**config.mk**
```make
export PLATFORM = sky130hd
export DESIGN_NAME = fifo_stream_reader_flat
export DESIGN_NICKNAME = d
export VERILOG_FILES = /design/src/rtl/fifo_stream_reader_if.sv /design/src/rtl/fifo_stream_reader.sv /design/src/flat_wrapper.sv
export SDC_FILE = /design/constraint.sdc
export NUM_CORES = 1
export LEC_CHECK = 0
export ABC_AREA = 0
export BUFFER_PORTS_ARGS = -buffer_cell sky130_fd_sc_hd__buf_2
export CAP_MARGIN = 15
export CORE_MARGIN = 2
export CORE_UTILIZATION = 48
export DETAILED_ROUTE_END_ITERATION = 10
export PLACE_DENSITY = 0.75
export SLEW_MARGIN = 10
export SYNTH_ARGS = -nofsm -noshare
export SYNTH_HDL_FRONTEND = slang
export SYNTH_SLANG_ARGS = --single-unit
```
**constraint.sdc**
```tcl
create_clock -name clk -period 2.7 [get_ports clk]
set_input_delay 0.27 -clock clk [delete_from_list [all_inputs] [get_ports clk]]
set_output_delay 0.27 -clock clk [all_outputs]
set_load 0.03 [all_outputs]
```
**src/rtl/fifo_stream_reader_if.sv**
```systemverilog
// ---------------------------------------------------------------------------
// fifo_stream_reader_if
//   Bundles the FIFO read port and the outgoing valid/ready stream used by
//   fifo_stream_reader.
//
//   FIFO side : fifo_empty, fifo_data (first-word-fall-through), fifo_r_ready
//   Stream    : m_valid, m_ready, m_data, m_last
//
//   master : the reader (pops the FIFO, drives the stream)
//   slave  : the environment (FIFO + downstream consumer)
// ---------------------------------------------------------------------------
interface fifo_stream_reader_if #(
  parameter int WIDTH = 32
);
  logic             fifo_empty;
  logic [WIDTH-1:0] fifo_data;
  logic             fifo_r_ready;
  logic             m_valid;
  logic             m_ready;
  logic [WIDTH-1:0] m_data;
  logic             m_last;

  modport master (
    input  fifo_empty, fifo_data, m_ready,
    output fifo_r_ready, m_valid, m_data, m_last
  );

  modport slave (
    output fifo_empty, fifo_data, m_ready,
    input  fifo_r_ready, m_valid, m_data, m_last
  );
endinterface

```
**src/rtl/fifo_stream_reader.sv**
```systemverilog
// ---------------------------------------------------------------------------
// fifo_stream_reader
//   Drains a first-word-fall-through FIFO into a valid/ready stream through a
//   2-entry skid buffer, frames the stream into BURST_LEN-beat bursts with a
//   last flag, and counts accepted beats and bursts.
//
//   clk         : clock, rising edge
//   reset       : synchronous active-high reset
//   i_enable    : level-sensitive run request
//   bus         : FIFO read port + output stream (master modport)
//   o_beat_cnt  : accepted beats, wraps
//   o_burst_cnt : accepted beats carrying last, wraps
//   o_idle      : state machine idle and skid buffer empty
// ---------------------------------------------------------------------------
module fifo_stream_reader #(
  parameter int WIDTH     = 32,
  parameter int BURST_LEN = 4,
  parameter int CNT_WIDTH = 16
) (
  input  logic                      clk,
  input  logic                      reset,
  input  logic                      i_enable,
  fifo_stream_reader_if.master      bus,
  output logic [CNT_WIDTH-1:0]      o_beat_cnt,
  output logic [CNT_WIDTH-1:0]      o_burst_cnt,
  output logic                      o_idle
);

  localparam int IDX_W = (BURST_LEN > 1) ? $clog2(BURST_LEN) : 1;
  localparam logic [IDX_W-1:0] LAST_IDX = IDX_W'(BURST_LEN - 1);

  localparam logic [1:0] ST_IDLE   = 2'd0;
  localparam logic [1:0] ST_RUN    = 2'd1;
  localparam logic [1:0] ST_FINISH = 2'd2;

  logic [1:0]           r_state;
  logic [1:0]           w_state_next;
  logic [1:0]           r_occ;
  logic [WIDTH-1:0]     r_data [2];
  logic                 r_last [2];
  logic [IDX_W-1:0]     r_pop_idx;
  logic [IDX_W-1:0]     w_pop_idx_next;
  logic [CNT_WIDTH-1:0] r_beat_cnt;
  logic [CNT_WIDTH-1:0] r_burst_cnt;

  logic w_active;
  logic w_pop;
  logic w_accept;
  logic w_pop_last;
  logic w_wr_slot;

  assign w_active   = (r_state == ST_RUN) || (r_state == ST_FINISH);
  // Pop depends only on registered state and the FIFO flag, never on m_ready
  // or enable, so there is no combinational path from the stream back to the FIFO.
  assign w_pop      = w_active && !bus.fifo_empty && (r_occ != 2'd2);
  assign w_accept   = (r_occ != 2'd0) && bus.m_ready;
  assign w_pop_last = (r_pop_idx == LAST_IDX);

  // Entry 0 is always the head. A new word lands at slot (occ - accept):
  // slot 1 only when one word is already held and it is not leaving.
  assign w_wr_slot  = (r_occ == 2'd1) && !w_accept;

  assign w_pop_idx_next = !w_pop     ? r_pop_idx :
                          w_pop_last ? '0        :
                                       r_pop_idx + 1'b1;

  always_comb begin
    w_state_next = r_state;
    case (r_state)
      ST_IDLE: begin
        if (i_enable) w_state_next = ST_RUN;
      end
      ST_RUN: begin
        // A burst that is partly popped must be completed before stopping.
        if (!i_enable) w_state_next = (w_pop_idx_next == '0) ? ST_IDLE : ST_FINISH;
      end
      ST_FINISH: begin
        if (i_enable)                 w_state_next = ST_RUN;
        else if (w_pop && w_pop_last) w_state_next = ST_IDLE;
      end
      default: w_state_next = ST_IDLE;
    endcase
  end

  always_ff @(posedge clk) begin
    if (reset) begin
      r_state     <= ST_IDLE;
      r_occ       <= 2'd0;
      r_pop_idx   <= '0;
      r_beat_cnt  <= '0;
      r_burst_cnt <= '0;
      r_data[0]   <= '0;
      r_data[1]   <= '0;
      r_last[0]   <= 1'b0;
      r_last[1]   <= 1'b0;
    end else begin
      r_state   <= w_state_next;
      r_pop_idx <= w_pop_idx_next;
      r_occ     <= r_occ + {1'b0, w_pop} - {1'b0, w_accept};

      // Shift on accept first; a pop into slot 0 in the same cycle overrides.
      if (w_accept) begin
        r_data[0] <= r_data[1];
        r_last[0] <= r_last[1];
      end
      if (w_pop) begin
        r_data[w_wr_slot] <= bus.fifo_data;
        r_last[w_wr_slot] <= w_pop_last;
      end

      if (w_accept) begin
        r_beat_cnt <= r_beat_cnt + 1'b1;
        if (r_last[0]) r_burst_cnt <= r_burst_cnt + 1'b1;
      end
    end
  end

  assign bus.fifo_r_ready = w_pop;
  assign bus.m_valid      = (r_occ != 2'd0);
  assign bus.m_data       = r_data[0];
  assign bus.m_last       = r_last[0];
  assign o_beat_cnt       = r_beat_cnt;
  assign o_burst_cnt      = r_burst_cnt;
  assign o_idle           = (r_state == ST_IDLE) && (r_occ == 2'd0);

endmodule

```
**src/flat_wrapper.sv**
```systemverilog
// flat-port wrapper written by rule: the top's interface ports become plain ports
module fifo_stream_reader_flat 
#(
  parameter int WIDTH     = 32,
  parameter int BURST_LEN = 4,
  parameter int CNT_WIDTH = 16
)
  (clk, reset, i_enable, o_beat_cnt, o_burst_cnt, o_idle, bus_fifo_empty, bus_fifo_data, bus_m_ready, bus_fifo_r_ready, bus_m_valid, bus_m_data, bus_m_last);
  fifo_stream_reader_if #(.WIDTH(WIDTH)) bus_i ();
  input  logic clk;
  input  logic reset;
  input  logic i_enable;
  output logic [CNT_WIDTH-1:0] o_beat_cnt;
  output logic [CNT_WIDTH-1:0] o_burst_cnt;
  output logic o_idle;
  input wire logic [$bits(bus_i.fifo_empty)-1:0] bus_fifo_empty;
  input wire logic [$bits(bus_i.fifo_data)-1:0] bus_fifo_data;
  input wire logic [$bits(bus_i.m_ready)-1:0] bus_m_ready;
  output wire logic [$bits(bus_i.fifo_r_ready)-1:0] bus_fifo_r_ready;
  output wire logic [$bits(bus_i.m_valid)-1:0] bus_m_valid;
  output wire logic [$bits(bus_i.m_data)-1:0] bus_m_data;
  output wire logic [$bits(bus_i.m_last)-1:0] bus_m_last;
  assign bus_i.fifo_empty = bus_fifo_empty;
  assign bus_i.fifo_data = bus_fifo_data;
  assign bus_i.m_ready = bus_m_ready;
  assign bus_fifo_r_ready = bus_i.fifo_r_ready;
  assign bus_m_valid = bus_i.m_valid;
  assign bus_m_data = bus_i.m_data;
  assign bus_m_last = bus_i.m_last;
  fifo_stream_reader #(.WIDTH(WIDTH), .BURST_LEN(BURST_LEN), .CNT_WIDTH(CNT_WIDTH)) u_core (.clk(clk), .reset(reset), .i_enable(i_enable), .bus(bus_i), .o_beat_cnt(o_beat_cnt), .o_burst_cnt(o_burst_cnt), .o_idle(o_idle));
endmodule
```
==> impl_metrics.py, run 1 <==
metrics = {
    "sta": {
        "tightest_slew_ps": 571,
        "finalHoldViolations": 0,
        "rsz0062_at_grt": "no",
        "fin_crit_sh": 0.867,
        "drv_slew": 0,
        "finClkSkew_ps": 12.7,
        "relSlewSlack": 0.619,
        "period_needed_ps": 2340,
        "tns_ps": 0,
        "max_freq_ghz": 0.427,
        "finalSetupViolations": 0,
    },
    "finish": {
        "layout.area.seq_um2": 2740,
        "drive_gt1_frac": 0.251,
        "antenna_cells": 0,
        "fillers": 790,
        "utilization": 0.588,
        "syn_to_final_growth_pct": 18.9,
        "finalNetCount": 582,
        "multi_input_area_um2": 1700,
    },
    "routing": {
        "wl_per_cell_um": 13.8,
        "num_vias": 3513,
        "drtIter0Drc": 107,
        "drt-pass1-iter-count": 5,
        "postRouteAntennaNets": 0,
        "drt_wl_total_mm": 9.28,
        "vias_per_cell": 5.24,
        "drc": 0,
    },
    "critical_path": {
        "path_class": "reg -> reg",
        "crit_fanout": 23,
        "critPathLaunchType": "register",
        "end_kind": "register",
        "critPathArrivalTime_ps": 2400,
        "cp.required_ps": 2760,
    },
    "pwr": {
        "leakage_nw": 2.17,
        "peakVddDrop_mv": 0.360,
        "pwr_density_cell_nw_per_um2": 630,
    },
    "yosys": {
        "synth_edf_count": 66,
        "yosysTopAreaCellShare": 0.433,
        "ys.flop_type": "edfxtp_1",
        "yosysUniqueCellTypes": 44,
        "syn_area_um2": 4570,
        "syn_nets": 482,
        "netlist_instances": 436,
        "yosysSeqAreaShare": 0.600,
        "netlist_top_cells_area": "edfxtp_1 43%, dfxtp_1 17%, nand2_1 6.4%, and2_1 4.7%, o21ai_0 3.5%",
        "yosysTopAreaCell": "edfxtp_1",
        "ys_warn_count": 0,
        "synth_area_per_cell_um2": 10.5,
        "synth_seq_cells": 104,
        "synthArstFlopShare": 0,
    },
    "placed_design": {
        "io_buffers": 104,
        "place_congestion": 0.810,
        "dp_hpwl_mm": 6.36,
    },
    "clock_network": {
        "insertion_delay_ps": 360,
        "clk_pin_slew_ps": 110,
        "cts_buffers": 9,
        "postCtsResizedCells": 0,
        "cts-root-buf": "clkbuf_8",
        "numClockSinks": 104,
        "cts_setup_buffers": 0,
        "clockBufferDepth": 2,
        "tritoncts": "yes",
        "cts_htree_levels": 3,
        "hold_buffers": 0,
    },
    "global_routing": {
        "grtUsageTotal": 0.186,
        "grt_antenna_before_repair": 0,
        "grt_pass1_wl_mm": 15.2,
        "grt-ovfl-total": 0,
        "grt_max_degree": 67,
        "grt_pass1_vias": 3332,
    },
    "floorplanning": {
        "fp.dieH_um": 102,
        "rows": 35,
        "ios": 105,
        "start_util": 0.495,
        "die_area_um2": 10300,
        "coreArea_um2": 9240,
        "die-width_um": 102,
    },
    "status": {
        "status": "complete, no violations",
    },
    "min_path": {
        "hp-class": "in -> reg",
    },
    "job": {
        "maxCapViolCount": 0,
    },
}
cell usage in the layout (no fill, tap or decap), types with 2 or more instances in the layout:
cell	Yosys	routed
nor3_1	5	5
inv_1	14	14
mux2i_1	3	3
nor4_1	4	3
o21ai_1	10	10
a21oi_1	12	12
nor4_2	2	3
xnor2_1	12	12
nand2_1	78	78
clkinv_4	0	2
a31o_2	2	2
o2111ai_1	2	2
buf_2	6	104
or2_2	3	3
dfxtp_1	38	38
inv_6	0	2
xor2_1	10	10
nand3_1	9	9
o211ai_1	2	2
o21ai_0	32	32
nor2_1	32	32
and2_1	34	34
or3_1	8	8
nand4_1	8	8
nand2b_1	3	3
buf_4	1	5
edfxtp_1	66	66
ha_1	9	9
nor2b_1	2	2
clkbuf_8	0	9
synthesized netlist by cell type, drive strengths merged, types with 9 or more instances:
cell type	instances
a21oi	12
and2	34
buf	9
clkbuf	12
dfxtp	38
edfxtp	66
ha	9
inv	14
nand2	78
nand3	9
nor2	32
o21ai	42
xnor2	12
xor2	10
layout make-up:
class                           instances  share of cell area
Sequential cell                       104               0.504
Multi-Input combinational cell        297               0.313
Timing Repair Buffer                  110               0.106
Tap cell                              129              0.0297
Clock buffer                            9              0.0228
Clock inverter                          7              0.0143
Inverter                               14             0.00967
worst paths after layout:
check / start / cells past startpoint / slack (ps) / to
setup / recovery: u_core.r_state[0] / 7 / 360 / u_core.r_data[1][23]
hold / removal: bus_fifo_data[19] / 3 / 190 / u_core.r_data[0][19]
setup reg to reg: u_core.r_state[0] / 7 / 360 / u_core.r_data[1][23]
hold reg to reg: u_core.o_beat_cnt[13] / 2 / 510 / u_core.o_beat_cnt[13]
state kept, by name (all words and copies together) (netlist names):
| register | count |
|---|---|
| u_core.o_beat_cnt | 16 |
| u_core.o_burst_cnt | 16 |
| u_core.r_data | 64 |
| u_core.r_last | 2 |
| u_core.r_occ | 2 |
| u_core.r_pop_idx | 2 |
| u_core.r_state | 2 |
layer usage:
metal  wire length [um]  GRT usage  vias to the layer above
met1               4040      0.235                     1670
met5                  0          0                        -
met2               4580      0.318                      125
met3                543     0.0324                        8
met4                110     0.0707                        0
li1                   -          -                     1710
worst max-delay path, cell delays in order, from the launching register on:
cell      delay, ps
dfxtp_1         400
inv_1            90
ha_1            320
nand2b_1        110
or2_1           360
nor3b_4         210
or2_2           320
buf_12          220
stage by stage:
step | cell area [um2] | total power [mW] | setup WS [ps] | cells | hold WS [ps]
after floorplan | 4570 | 2.30 | 107 | 436 | 457
after global placement | 5240 | 2.46 | 524 | 654 | 478
after CTS | 5440 | 3.45 | 371 | 670 | 182
after detailed placement | 5240 | 2.48 | 420 | 654 | 490
final | 5440 | 3.42 | 360 | 670 | 194
after global routing | 5440 | 3.56 | 199 | 670 | 189
kinds of logic after synthesis:
logic type	Yosys count	share of synthesized area
xor+xnor	22	0.0421
compound gates	67	0.0854
flops	104	0.600
mux	3	0.00657
buf+inv	35	0.0312
simple gates	196	0.210
fa+ha+maj	9	0.0246
power breakdown:
part           internal, mW  switching [mW]  total, mW
clock                 0.437           0.546      0.983
combinational         0.162           0.399      0.561
sequential             1.82          0.0604       1.88
total                  2.42            1.01       3.42
Note: power is estimated with default switching activity, not from simulation.
==> run 2, diff against run 1 <==
CTS_BUF_LIST = sky130_fd_sc_hd__clkbuf_16   (was default)
==> run 2 against run 1 <==
Net effect: maximum frequency rose by 0.10%; die area unchanged; combinational power about the same; first-iteration DRC count decreased by 17%; cell area rose by 1.9%; sequential share of layout area shrank 0.92 points; critical endpoint unchanged.
==> impl_metrics.py, run 2 (synthesis results as in run 1) <==
metrics = {
    "sta": {
        "rsz0062_at_grt": "no",
        "drv_slew": 0,
        "finClkSkew_ps": 8.10,
        "max_freq_ghz": 0.428,
        "finalHoldViolations": 0,
        "tightest_slew_ps": 580,
        "period_needed_ps": 2340,
        "setup_slack_ps": 363,
        "relSlewSlack": 0.614,
        "finalSetupViolations": 0,
        "tns_ps": 0,
        "fin_crit_sh": 0.866,
    },
    "routing": {
        "drtIter0Drc": 89,
        "vias_per_cell": 5.26,
        "drt_wl_total_mm": 9.28,
        "wl_per_cell_um": 13.9,
        "drt-pass1-iter-count": 6,
        "postRouteAntennaNets": 0,
        "num_vias": 3522,
        "drc": 0,
    },
    "critical_path": {
        "crit_fanout": 23,
        "cp.required_ps": 2730,
        "critPathMaxStageDelay_ps": 390,
        "path_cells": "inv_1 > ha_1 > nand2b_1 > or2_1 > nor3b_4 > or2_2 > buf_12",
        "critPathArrivalTime_ps": 2370,
        "worst_path_max_delay_cell": "dfxtp_1",
        "path_class": "reg -> reg",
        "end_kind": "register",
        "critPathLaunchType": "register",
    },
    "global_routing": {
        "grtUsageTotal": 0.186,
        "grt-ovfl-total": 0,
        "grt_max_degree": 67,
        "grt_antenna_before_repair": 0,
        "grt_pass1_vias": 3355,
        "grt_pass1_wl_mm": 15.2,
    },
    "pwr": {
        "pwr_density_cell_nw_per_um2": 677,
        "leakage_nw": 2.21,
        "peakVddDrop_mv": 0.382,
        "p_total_mw": 3.75,
    },
    "job": {
        "maxCapViolCount": 0,
    },
    "finish": {
        "antenna_cells": 0,
        "layout.area.seq_um2": 2740,
        "multi_input_area_um2": 1700,
        "syn_to_final_growth_pct": 21.1,
        "largest_reg_flops": 64,
        "regMostFlops": "u_core.r_data",
        "most-common-layout-cells": "104 x buf_2, 78 x nand2_1, 66 x edfxtp_1",
        "drive_gt1_frac": 0.251,
        "fillers": 773,
        "finalNetCount": 582,
        "layout_commonest_cell": "buf_2",
    },
    "clock_network": {
        "postCtsResizedCells": 0,
        "cts_htree_levels": 3,
        "insertion_delay_ps": 330,
        "cts_buffers": 9,
        "hold_buffers": 0,
        "cts-root-buf": "clkbuf_16",
        "tritoncts": "yes",
        "numClockSinks": 104,
        "clk_pin_slew_ps": 70,
        "clockBufferDepth": 2,
        "cts_setup_buffers": 0,
    },
    "floorplanning": {
        "fp.dieH_um": 102,
        "coreArea_um2": 9240,
        "die_area_um2": 10300,
        "rows": 35,
        "die-width_um": 102,
        "ios": 105,
        "start_util": 0.495,
    },
    "placed_design": {
        "place_congestion": 0.810,
        "dp_slack_ps": 420,
        "io_buffers": 104,
        "dp_hpwl_mm": 6.36,
    },
    "status": {
        "status": "complete, no violations",
    },
    "min_path": {
        "hp-class": "in -> reg",
    },
}
==> run 2: cell count changes in the layout (fill, tap and decap cells not counted) <==
| cell | before | now |
|---|---|---|
| clkbuf_8 | 9 | 0 |
| clkbuf_16 | 0 | 9 |
==> run 2: per-stage QoR <==
stage	hold slack [ps]	area, um2	cells	utilization
floorplan	457	4570	436	-
global placement	478	5240	654	0.567
detailed placement	490	5240	654	0.567
CTS	218	5540	670	0.599
global route	221	5540	670	0.599
finish	227	5540	670	0.599
==> run 2: worst paths after layout <==
kind	startpoint	end	slack, ps	cells past startpoint
max	u_core.r_state[0]	u_core.r_data[1][23]	360	7
min	bus_fifo_data[19]	u_core.r_data[0][19]	230	3
max reg2reg	u_core.r_state[0]	u_core.r_data[1][23]	360	7
min reg2reg	u_core.o_beat_cnt[13]	u_core.o_beat_cnt[13]	500	2
==> run 2: cell type report <==
type | count | area share
timing repair buffer | 110 | 0.104
sequential | 104 | 0.495
clock buffer | 9 | 0.0407
clock inverter | 7 | 0.0140
inverter | 14 | 0.00949
tap | 129 | 0.0291
multi-input combinational | 297 | 0.307
==> run 2: metal layers <==
layer  vias to the layer above  routed length, um  global-route usage
met5                         -                  0                   0
met4                         0                157              0.0634
met3                        12                580              0.0366
met2                       123               4560               0.320
met1                      1675               3980               0.234
li1                       1712                  -                   -
==> run 2: worst max-delay path, delay by kind of cell, from the launching register on <==
family	cells	cell delay, ps
flip-flops	1	390
AND/OR/NAND/NOR	4	1020
adder cells (fa/ha/maj)	1	320
buffers and inverters	2	310
==> run 2: report_power, final <==
| part | internal [mW] | leakage, nW | switching [mW] |
|---|---|---|---|
| combinational | 0.162 | 1.07 | 0.401 |
| sequential | 1.82 | 0.995 | 0.0605 |
| clock | 0.727 | 0.146 | 0.576 |
==> run 3, diff against run 2 <==
ABC_AREA = 1   (was 0)
CORE_UTILIZATION = 49   (was 48)
PLACE_DENSITY = 0.76   (was 0.75)
==> run 3 against run 2 <==
Net effect: clock skew down 1.2 ps; critical endpoint is now u_core.r_data[0][13]; maximum frequency up 7.3%; die area up 1.0%; clock power about the same; critical path depth unchanged; worst hold slack better by 11 ps; largest cell class unchanged; highest routed layer unchanged; register-to-register slack better by 160 ps; synthesized area up 3.2%; combinational power up 120%.
==> impl_metrics.py, run 3 <==
metrics = {
    "critical_path": {
        "critPathLaunchType": "register",
        "path_class": "reg -> reg",
        "end_kind": "register",
        "reg2reg_depth": 7,
        "reg2reg_from": "u_core.r_state[0]",
        "critPathArrivalTime_ps": 2200,
        "reg2reg_slack_ps": 520,
        "crit_fanout": 22,
        "cp.required_ps": 2720,
        "worstReg2RegEnd": "u_core.r_data[0][13]",
    },
    "clock_network": {
        "clk_pin_slew_ps": 70,
        "tritoncts": "yes",
        "numClockSinks": 104,
        "cts-root-buf": "clkbuf_16",
        "cts_setup_buffers": 0,
        "clockBufferDepth": 2,
        "postCtsResizedCells": 0,
        "insertion_delay_ps": 340,
        "hold_buffers": 0,
        "cts_buffers": 9,
        "cts_htree_levels": 3,
    },
    "finish": {
        "most-common-layout-cells": "104 x buf_2, 80 x inv_1, 76 x nor2_1",
        "fillers": 807,
        "layout_commonest_cell": "buf_2",
        "layout.area.seq_um2": 2740,
        "antenna_cells": 0,
        "regMostFlops": "u_core.r_data",
        "final_cells": 756,
        "largest_reg_flops": 64,
        "syn_to_final_growth_pct": 20.3,
        "multi_input_area_um2": 1570,
        "finalNetCount": 668,
        "drive_gt1_frac": 0.230,
    },
    "sta": {
        "tns_ps": 0,
        "drv_slew": 0,
        "max_freq_ghz": 0.459,
        "tightest_slew_ps": 411,
        "fin_crit_sh": 0.807,
        "rsz0062_at_grt": "no",
        "period_needed_ps": 2180,
        "finalHoldViolations": 0,
        "finClkSkew_ps": 6.94,
        "setup_slack_ps": 522,
        "relSlewSlack": 0.726,
        "finalSetupViolations": 0,
    },
    "yosys": {
        "synth_top_family_by_area": "simple AND/OR/NAND/NOR gates",
        "yosysSeqAreaShare": 0.581,
        "yosysTopAreaCell": "edfxtp_1",
        "syn_area_um2": 4720,
        "ys_warn_count": 0,
        "synth_seq_cells": 104,
        "netlist_top_cells_area": "edfxtp_1 42%, dfxtp_1 16%, inv_1 6.4%, nor2_1 6.0%, nand2_1 5.6%",
        "synthXorXnorAreaFrac": 0.00371,
        "synthMuxAreaShare": 0,
        "yosys.area_share.simple": 0.223,
        "synth_edf_count": 66,
        "syn_nets": 563,
        "synthArstFlopShare": 0,
        "synth_fa_ha_area_frac": 0.0239,
        "yosys.cell_count.top_type": "inv_1",
        "synth_area_per_cell_um2": 9.13,
        "synth_compound_area_frac": 0.0814,
        "synth_common_cells": "80 x inv_1, 76 x nor2_1, 70 x nand2_1, 66 x edfxtp_1, 45 x nand3_1",
        "netlist_instances": 517,
        "ys.flop_type": "edfxtp_1",
        "yosysUniqueCellTypes": 30,
        "yosysTopAreaCellShare": 0.420,
    },
    "routing": {
        "postRouteAntennaNets": 0,
        "drc": 0,
        "vias_per_cell": 4.92,
        "num_vias": 3716,
        "wl_per_cell_um": 12.3,
        "drt-pass1-iter-count": 5,
        "drt_wl_total_mm": 9.32,
        "drtIter0Drc": 201,
    },
    "floorplanning": {
        "ios": 105,
        "coreArea_um2": 9280,
        "die-width_um": 102,
        "start_util": 0.508,
        "fp.dieH_um": 102,
        "rows": 35,
        "die_area_um2": 10400,
    },
    "global_routing": {
        "grt_pass1_vias": 3381,
        "grt_busiest_layer": "met2",
        "grt-ovfl-total": 0,
        "grt_max_degree": 47,
        "grt_pass1_wl_mm": 15.0,
        "use_met3": 0.0390,
        "grtUsageTotal": 0.184,
        "grt_antenna_before_repair": 0,
        "grtUsageMet2": 0.313,
        "grt_util_met1": 0.222,
    },
    "placed_design": {
        "io_buffers": 104,
        "place_congestion": 0.842,
        "dp.cells": 740,
        "dp_hpwl_mm": 6.55,
        "dp_slack_ps": 527,
    },
    "min_path": {
        "hp-class": "in -> reg",
        "min_path_cells": 3,
        "worstHoldStart": "bus_fifo_data[24]",
        "worstHoldEndpoint": "u_core.r_data[1][24]",
    },
    "job": {
        "maxCapViolCount": 0,
    },
    "pwr": {
        "internal-power_mw": 3.03,
        "power.share.clock": 0.285,
        "leakage_nw": 2.53,
        "pwr-share-seq": 0.447,
        "swShare": 0.343,
        "p_total_mw": 4.61,
        "peakVddDrop_mv": 0.381,
        "power_switching_mw": 1.58,
        "power_frac_comb": 0.268,
        "pwr_density_cell_nw_per_um2": 813,
    },
    "status": {
        "status": "complete, no violations",
    },
}
-- run 3: metrics by stage --
stage / utilization / cell area, um2 / hold WS (ps)
floorplan: - / 4720 / 466
global placement: 0.578 / 5370 / 470
detailed placement: 0.578 / 5370 / 484
CTS: 0.611 / 5680 / 231
global route: 0.611 / 5680 / 250
finish: 0.611 / 5680 / 238
-- run 3: final cells by class --
cell class	count	area share
flip-flops and latches	104	0.483
repair buffers	111	0.103
inverters	83	0.0549
clock inverters	7	0.0143
clock buffers	9	0.0397
well taps	129	0.0284
multi-input cells	313	0.276
-- run 3: worst max-delay path, stage by stage (launching register included) --
cell	delay, ps
dfxtp_1	380
inv_1	80
ha_1	350
nand3_2	130
inv_2	90
nand3_2	320
nand2_1	200
buf_4	300
-- run 3: cell families (layout without fill, tap and decap cells) --
logic type               after synthesis  after routing
flip-flops                           104            104
buffers and inverters                100            210
XOR/XNOR                               2              2
adder cells (fa/ha/maj)                9              9
AO/OA/AOI/OAI                         74             74
AND/OR/NAND/NOR                      228            228
-- run 3: metal layers --
layer	up-vias	part of all wire
li1	1913	-
met2	106	0.48
met5	-	0
met4	0	0.023
met1	1679	0.44
met3	18	0.057
-- run 3: worst max path at each step --
| stage | from | end | slack (ps) |
|---|---|---|---|
| detailed placement | u_core.r_state[0] | u_core.r_data[0][19] | 530 |
| CTS | u_core.r_state[0] | u_core.r_data[0][30] | 510 |
| floorplan | u_core.r_state[0] | u_core.r_data[1][0] | 160 |
| global placement | u_core.r_state[0] | u_core.r_data[0][17] | 600 |
| finish | u_core.r_state[0] | u_core.r_data[0][13] | 520 |
| global route | u_core.r_state[0] | u_core.r_data[0][20] | 330 |
-- run 3: power by group through the flow --
stage	Clock, mW	Combinational (mW)	Sequential (mW)
6_report	1.31	1.24	2.06
5_1_grt	1.40	1.36	2.09
4_1_cts	1.35	1.25	2.06
3_5_place_dp	0	1.24	2.10
3_3_place_gp	0	1.21	2.09
2_1_floorplan	0	0.540	2.46
